===== src/rtl/scc_pkg.sv =====
// Shared fetch/decode definitions: opcodes, default NOP, fetch FSM states and the IF/ID slot payload.
package scc_pkg;

  localparam int unsigned XLEN         = 32;
  localparam int unsigned OPC_W        = 7;
  localparam int unsigned IMM16_W      = 16;
  localparam int unsigned PERF_FETCH_W = 32;
  localparam int unsigned PERF_FLUSH_W = 16;

  localparam logic [OPC_W-1:0] OPC_B  = 7'b1100000;
  localparam logic [OPC_W-1:0] OPC_BR = 7'b1100010;

  localparam logic [XLEN-1:0] NOP_INSTR_DEFAULT = 32'h0000_0000;

  typedef enum logic [1:0] {
    S_REQ   = 2'd0,
    S_RSP   = 2'd1,
    S_DRAIN = 2'd2
  } fetch_state_e;

  typedef struct packed {
    logic            valid;
    logic [XLEN-1:0] pc;
    logic [XLEN-1:0] instr;
  } slot_t;

  // Clear the byte-offset bits of an address.
  function automatic logic [XLEN-1:0] word_align(input logic [XLEN-1:0] a);
    return a & 32'hFFFF_FFFC;
  endfunction

endpackage


===== src/rtl/fetch_b_target.sv =====
// Combinational B-opcode detect and PC-relative target (sign-extended word offset).
module fetch_b_target
  import scc_pkg::*;
(
  input  logic [XLEN-1:0]    pc_i,
  input  logic [OPC_W-1:0]   opcode_i,
  input  logic [IMM16_W-1:0] imm16_i,
  output logic               is_b_c_o,
  output logic [XLEN-1:0]    target_c_o
);

  logic [XLEN-1:0] offset;

  assign is_b_c_o   = (opcode_i == OPC_B);
  assign offset     = {{14{imm16_i[15]}}, imm16_i, 2'b00};
  assign target_c_o = pc_i + offset;

endmodule


===== src/rtl/fetch_ctrl.sv =====
// Instruction-fetch sequencer: owns the PC, one outstanding IM request, local B resolution, redirects.
// Optional performance counters are built when FETCH_CTRL_PERF_EN is defined.
module fetch_ctrl
  import scc_pkg::*;
#(
  parameter logic [31:0] RESET_PC  = 32'h0000_0000,
  parameter logic [31:0] NOP_INSTR = NOP_INSTR_DEFAULT
) (
  input  logic        clk,
  input  logic        rst_n,
  input  logic        stall_i,
  input  logic        redirect_i,
  input  logic [31:0] redirect_pc_i,
  output logic        im_req_o,
  output logic [31:0] im_addr_o,
  input  logic        im_ready_i,
  input  logic        im_valid_i,
  input  logic [31:0] im_rdata_i,
  output logic [31:0] instr_o,
  output logic        instr_valid_o,
  output logic [31:0] pc_o
`ifdef FETCH_CTRL_PERF_EN
  ,
  output logic [31:0] perf_fetch_o,
  output logic [15:0] perf_flush_o
`endif
);

  localparam logic [XLEN-1:0] PC_INIT = word_align(RESET_PC);

  fetch_state_e    state_q, state_d;
  logic [XLEN-1:0] pc_q, pc_d;
  slot_t           slot_q, slot_d;
  logic            run_q;
  logic            slot_free;
  logic            req_c;
  logic            accept;
  logic            is_b;
  logic [XLEN-1:0] b_target;

  fetch_b_target u_b_target (
    .pc_i       (pc_q),
    .opcode_i   (im_rdata_i[31:25]),
    .imm16_i    (im_rdata_i[15:0]),
    .is_b_c_o   (is_b),
    .target_c_o (b_target)
  );

  // run_q keeps the request line low while reset is asserted and for the release cycle.
  assign slot_free = !slot_q.valid || !stall_i;
  assign req_c     = run_q && (state_q == S_REQ) && slot_free;
  assign accept    = req_c && im_ready_i;

  assign im_req_o      = req_c;
  assign im_addr_o     = pc_q;
  assign instr_o       = slot_q.instr;
  assign instr_valid_o = slot_q.valid;
  assign pc_o          = slot_q.pc;

  always_ff @(posedge clk or negedge rst_n) begin
    if (!rst_n) begin
      state_q <= S_REQ;
      pc_q    <= PC_INIT;
      slot_q  <= '{valid: 1'b0, pc: PC_INIT, instr: NOP_INSTR};
      run_q   <= 1'b0;
    end else begin
      state_q <= state_d;
      pc_q    <= pc_d;
      slot_q  <= slot_d;
      run_q   <= 1'b1;
    end
  end

  always_comb begin
    state_d = state_q;
    pc_d    = pc_q;
    slot_d  = slot_q;

    if (slot_q.valid && !stall_i) begin
      slot_d.valid = 1'b0;
      slot_d.instr = NOP_INSTR;
    end

    case (state_q)
      S_REQ: begin
        if (accept) state_d = S_RSP;
      end
      S_RSP: begin
        if (im_valid_i) begin
          state_d = S_REQ;
          if (is_b) begin
            pc_d = b_target;
          end else begin
            slot_d = '{valid: 1'b1, pc: pc_q, instr: im_rdata_i};
            pc_d   = pc_q + 32'd4;
          end
        end
      end
      S_DRAIN: begin
        if (im_valid_i) state_d = S_REQ;
      end
      default: state_d = S_REQ;
    endcase

    // Redirect wins over everything; a response arriving this cycle is the stale one being dropped.
    if (redirect_i) begin
      pc_d   = word_align(redirect_pc_i);
      slot_d = '{valid: 1'b0, pc: slot_q.pc, instr: NOP_INSTR};
      case (state_q)
        S_REQ:          state_d = accept ? S_DRAIN : S_REQ;
        S_RSP, S_DRAIN: state_d = im_valid_i ? S_REQ : S_DRAIN;
        default:        state_d = S_REQ;
      endcase
    end
  end

`ifdef FETCH_CTRL_PERF_EN
  logic [PERF_FETCH_W-1:0] perf_fetch_q;
  logic [PERF_FLUSH_W-1:0] perf_flush_q;
  logic                    deliver_c;
  logic                    flush_evt_c;

  assign deliver_c   = (state_q == S_RSP) && im_valid_i && !is_b && !redirect_i;
  assign flush_evt_c = redirect_i && (slot_q.valid || (state_q != S_REQ) || accept);

  // Saturating event counters.
  always_ff @(posedge clk or negedge rst_n) begin
    if (!rst_n) begin
      perf_fetch_q <= '0;
      perf_flush_q <= '0;
    end else begin
      if (deliver_c && (perf_fetch_q != '1)) perf_fetch_q <= perf_fetch_q + 32'd1;
      if (flush_evt_c && (perf_flush_q != '1)) perf_flush_q <= perf_flush_q + 16'd1;
    end
  end

  assign perf_fetch_o = perf_fetch_q;
  assign perf_flush_o = perf_flush_q;
`endif

endmodule


===== config.mk =====
export PLATFORM = sky130hd
export DESIGN_NAME = fetch_ctrl
export DESIGN_NICKNAME = d
export VERILOG_FILES = /design/src/rtl/scc_pkg.sv /design/src/rtl/fetch_b_target.sv /design/src/rtl/fetch_ctrl.sv
export SDC_FILE = /design/constraint.sdc
export NUM_CORES = 1
export LEC_CHECK = 0
export CAP_MARGIN = 20
export CORE_ASPECT_RATIO = 1.2
export CORE_MARGIN = 3
export CORE_UTILIZATION = 40
export DETAILED_ROUTE_END_ITERATION = 10
export MAX_ROUTING_LAYER = met4
export PLACE_DENSITY = 0.66
export SYNTH_ARGS = -nofsm -noshare
export SYNTH_HDL_FRONTEND = slang
export SYNTH_HIERARCHICAL = 1
export SYNTH_SLANG_ARGS = --single-unit

===== constraint.sdc =====
create_clock -name clk -period 5.4 [get_ports clk]
set_input_delay 1.62 -clock clk [delete_from_list [all_inputs] [get_ports clk]]
set_output_delay 1.62 -clock clk [all_outputs]
set_load 0.005 [all_outputs]

# ---- Word level (Yosys, flattened, before mapping)
# Cells that the tools add are included.
dict set report op_classes {
  n_addsub 2
  multipliers 0
  div_mod_pow 0
  order_cmp 0
  n_eq_ne 5
  shifts 0
  n_mux 17
  bitwise 2
  reduce_logical 14
}
# operator n
set op_table {}
lappend op_table {{$mux W65} 4}
lappend op_table {{$mux W32} 5}
lappend op_table {{$add A32 B3 Y32 const B} 1}
lappend op_table {{$add A32 B32 Y32} 1}
lappend op_table {{$mux W2} 5}
lappend op_table {{$pmux W2 S2} 2}
lappend op_table {{$eq A7 B7 Y1 const B} 1}
lappend op_table {{$logic_and A1 B1 Y1} 4}
lappend op_table {{$reduce_and A2 Y1} 2}
lappend op_table {{$reduce_and A4 Y1} 1}
lappend op_table {{$reduce_bool A2 Y1} 2}
lappend op_table {{$ne A3 B1 Y1 const B} 1}
lappend op_table {{$ne A3 B3 Y1 const B} 1}
lappend op_table {{$eq A2 B1 Y1 const B} 1}
lappend op_table {{$eq A2 B2 Y1 const B} 1}
lappend op_table {{$logic_not A1 Y1} 2}
lappend op_table {{$logic_not A2 Y1} 1}
lappend op_table {{$not A1 Y1} 2}
lappend op_table {{$reduce_or A2 Y1} 1}
lappend op_table {{$logic_or A1 B1 Y1} 1}
lappend op_table {{$mux W1} 1}
dict set report totals {
  regBits 100
  latchBits 0
  ramBits 0
  mem_bits_ro 0
  input_bits 70
  output_inout_bits 98
  mem_count 0
}

# ---- Depth between registers and ports, before layout
dict set report logic_depth {
  word_depth 7
  mapped_depth 13
  depth_no_buf 13
}

# ---- Cells and area by module
# Netlist, hierarchy kept.
# module n_inst cells_per_inst area_per_inst_um2
set by_module_without_submodules {}
lappend by_module_without_submodules {fetch_ctrl 1 549 5195.0}
lappend by_module_without_submodules {fetch_b_target 1 276 1924.3}

# ---- Least setup slack after synthesis
# Ideal clock, no wire load.
dict set report synth_timing {
  kind {input -> register}
  startpoint {in im_rdata_i[0]}
  endpoint {reg pc_q[22], in the netlist im_addr_o[22]}
  setup_ns 0.124
  arrival_ns 3.907
  path_slack_ns 1.369
  cell_stages 12
  path_buffers 0
  cell_sequence {ha_1 inv_1 fa_1 nand2b_1 a211oi_4 o21bai_2 a2111oi_4 nor2_1 xnor2_1 a22oi_1 o21ai_0 a211o_1}
}
dict set report synth_between {
  elab_chain_cells 5
}
# item line
set synth_rtl {}
lappend synth_rtl {{start: declaration} fetch_ctrl.sv:18} ;# input logic [31:0] im_rdata_i,
lappend synth_rtl {{$add A32 B32 Y32} fetch_b_target.sv:16} ;# assign target_c_o = pc_i + offset;
lappend synth_rtl {{net b_target[22]} fetch_ctrl.sv:39} ;# logic [XLEN-1:0] b_target;
lappend synth_rtl {{$mux W32} fetch_ctrl.sv:91} ;# if (is_b) begin
lappend synth_rtl {{$mux W32} fetch_ctrl.sv:89} ;# if (im_valid_i) begin
lappend synth_rtl {{$mux W32} fetch_ctrl.sv:84} ;# case (state_q)
lappend synth_rtl {{$mux W32} fetch_ctrl.sv:106} ;# if (redirect_i) begin
lappend synth_rtl {{end signal: assignment} fetch_ctrl.sv:68} ;# pc_q <= pc_d;
lappend synth_rtl {{end: declaration} fetch_ctrl.sv:32} ;# logic [XLEN-1:0] pc_q, pc_d;
# The timed path passes the listed nets, and every way through them passes these cells. The select of a mux whose other input is x is not followed.
# A chain may end at the register's enable or synchronous reset.

# ---- Worst setup path in the final report
# Same ends and word-level chain as after synthesis.

==> run_results.csv <==
group,metric,value,unit
status,run_status,"finished clean",
grt,grt-ovfl-total,0,
drt,viasPerCell,5.96,
clock_network,cts-root-buf,"clkbuf_16",
drt,drt-total-wl,23700,µm
clock_network,numCtsBuffers,9,
clock_network,cts-resized-gates,0,
pwr,vdd_drop_max,0.171,mV
drt,postRouteAntennaNets,0,
clock_network,clk_pin_slew_worst_paths,80,ps
yosys,avgSynthCellArea,8.63,µm²
timing,tns,0,ps
die,boundaryPins,168,
timing,worst_pin_slew,889,ps
critical_path,setup.worst_path.end_class,"register",
critical_path,max_stage_delay,560,ps
clock_network,clk_latency,360,ps
clock_network,post_cts_buffers,0,
worst_hold_path,holdPathEnd,"pc_o[6]",
clock_network,htreeDepth,3,
die,fp.dieH,152,µm
placed_design,dp.final_hpwl,17200,µm
drt,drc_errors,0,
critical_path,critical-path-top-delay-family,"compound AO/OA/AOI/OAI gates",
cells_and_area,antennaDiodeCount,0,
critical_path,crit_required,5650,ps
drt,drt-wirelength-per-cell,20.0,µm
yosys,synth_top_flop_cell,"dfrtp_1",
drt,firstDrtPassIters,5,
pwr,p_leak,3.59,nW
timing,max_freq,217,MHz
grt,antenna_found_initial,0,
yosys,synthTopCellsByArea,"dfrtp_1, nand2_1, a21oi_1, ha_1, mux2_2",
clock_network,clockBufferDepth,2,
yosys,synth_edf_count,0,
worst_hold_path,whs_path_depth,1,
timing,timing.hold.ws,508,ps
cells_and_area,area_delta_synth_final,29.9,%
timing,fin_crit,4610,ps
yosys,syn_inst,825,
timing,worst_slack,788,ps
timing,setup_viol,0,
yosys,synth_area,7120,µm²
yosys,synthesis.nets,929,
placed_design,gp_congestion,0.872,
yosys,yosysSeqAreaShare,35.1,%
grt,grtUsageTotal,24.3,%
drt,drt_iter0_markers,579,
worst_hold_path,hp-start,"pc_o[6]",
yosys,yosysTopAreaCellShare,35.1,%
cells_and_area,drive_gt1_share,9.37,%
yosys,yosysMostFrequentCell,"nand2_1",
timing,drv_slew,0,
yosys,synth_top_cells_by_count,"nand2_1, dfrtp_1, a21oi_1",
critical_path,crit_path_start,"im_rdata_i[0]",
job,max-cap-violations,0,
critical_path,reg2reg_slack,2010,ps
clock_network,cts_sinks,100,
timing,grt_setup_unrepaired,"no",
critical_path,crit_arrival,4860,ps
timing,fin_crit_sh,85.4,%
drt,vias,7078,
yosys,synth_cell_types,74,
critical_path,start_kind,"input pin",
critical_path,worst-r2r-cell-count,12,
timing,finClkSkew,16.2,ps
yosys,ys_async_sr_fraction,100,%
timing,hold_viol_final,0,
yosys,ys_warn_count,6,
yosys,yosysTopAreaCell,"dfrtp_1",
critical_path,rr_endpoint,"im_addr_o[22]",
grt,grt_pass1_wl,37000,µm
timing,slew-limit-headroom,40.6,%
critical_path,cp_num_buf_inv,2,
critical_path,cp_max_fo,5,
die,die-area,19400,µm²
die,row_count,52,
die,coreArea,17200,µm²
yosys,ys_seq_elements,100,
die,dieWidth,128,µm
grt,grt_max_degree,76,
critical_path,path_cells,"clkdlybuf4s50_1 -> ha_1 -> inv_1 -> fa_1 -> nand2b_1 -> a211oi_4 -> o21bai_2 -> a2111oi_4 -> nor2_1 -> xnor2_1 -> a22oi_1 -> o21ai_0 -> a211o_1",
cells_and_area,nNetsFinal,1070,
critical_path,cp_slowest_cell,"a2111oi_4",
grt,grt_pass1_vias,6685,
die,initial_core_util,41.4,%
pwr,cellPowerDensity,328,nW/µm²
placed_design,dp_slack,453,ps
critical_path,criticalPathCategory,"input pin to register",
worst_hold_path,hold_class,"register to register",
critical_path,r2r-start,"im_addr_o[2]",
clock_network,ctsHoldBuffers,0,
placed_design,io_buffers,165,
clock_network,cts_tree,"done",
[cells by family (layout without fill, tap and decap cells)]
group           after synthesis  count (layout)  synth area share (%)
simple gates                320             320                  22.7
compound gates              249             249                  23.3
flops                       100             100                  35.1
buf+inv                      63             209                  4.38
mux                          35              35                  5.52
fa+ha+maj                    34              34                  6.08
xor+xnor                     23              23                  2.83
other cells                   1               1                0.0527
[layout make-up]
cell class,instances,area (µm²)
Clock buffer,9,225
Clock inverter,7,97.6
Fill cell,1629,7930
Inverter,13,48.8
Multi-Input combinational cell,662,4330
Sequential cell,100,2500
Tap cell,216,270
Timing Repair Buffer,180,1780
[worst max path at each step]
| stage | end | slack (ps) | cells past startpoint |
|---|---|---|---|
| after detailed placement | im_addr_o[22] | 450 | 13 |
| after global routing | im_addr_o[22] | 590 | 13 |
| final | im_addr_o[22] | 790 | 13 |
| after global placement | im_addr_o[22] | 500 | 13 |
| after floorplan | im_addr_o[22] | 1370 | 12 |
| after CTS | im_addr_o[22] | 810 | 13 |
[per-stage QoR]
| stage | instances | cell area [µm²] | total power, W | util [%] |
|---|---|---|---|---|
| finish | 1187 | 9250 | 0.00303 | 53.8 |
| global route | 1187 | 9250 | 0.00320 | 53.8 |
| CTS | 1186 | 9220 | 0.00304 | 53.7 |
| detailed placement | 1170 | 8900 | 0.00233 | 51.8 |
| global placement | 1170 | 8900 | 0.00232 | 51.8 |
| floorplan | 825 | 7120 | 0.00173 | - |
[placed cells by master, fill, tap and decap left out, drive strengths merged, types with 7 or more instances in the layout]
master and instances:
a22oi 11, clkbuf 9, dfrtp 100, nor4 17
a22o 12, or3 8, ha 33, a211o 7
nor3 20, and4 9, nand2 112, nand3 53
mux2 34, o211ai 15, buf 17, nor2 40
a211oi 11, clkdlybuf4s50 163, xor2 10, a31oi 11
nand4 23, o21ai 45, xnor2 13, inv 15
o21a 13, a21oi 83
[power breakdown]
group          switching [W]  leakage, nW  internal (W)  total [W]
registers           0.000179         1.29      0.000900    0.00108
clock network       0.000335        0.155      0.000374   0.000709
logic               0.000589         2.15      0.000654    0.00124
total                0.00110         3.59       0.00193    0.00303
[layer usage]
metal / vias up / track usage (%) / share of wire, %
met1: 3448 / 31.7 / 43
met3: 25 / 4.49 / 6.0
met5: - / - / 0
li1: 3376 / - / -
met4: 0 / 6.22 / 1.8
met2: 229 / 39.0 / 49
[sequential cells by signal, summed over array words and instances (netlist names)]
signal / flops
pc_o: 32
state_q: 2
instr_valid_o: 1
run_q: 1
im_addr_o: 32
instr_o: 32
(Power assumes the default switching activity.)
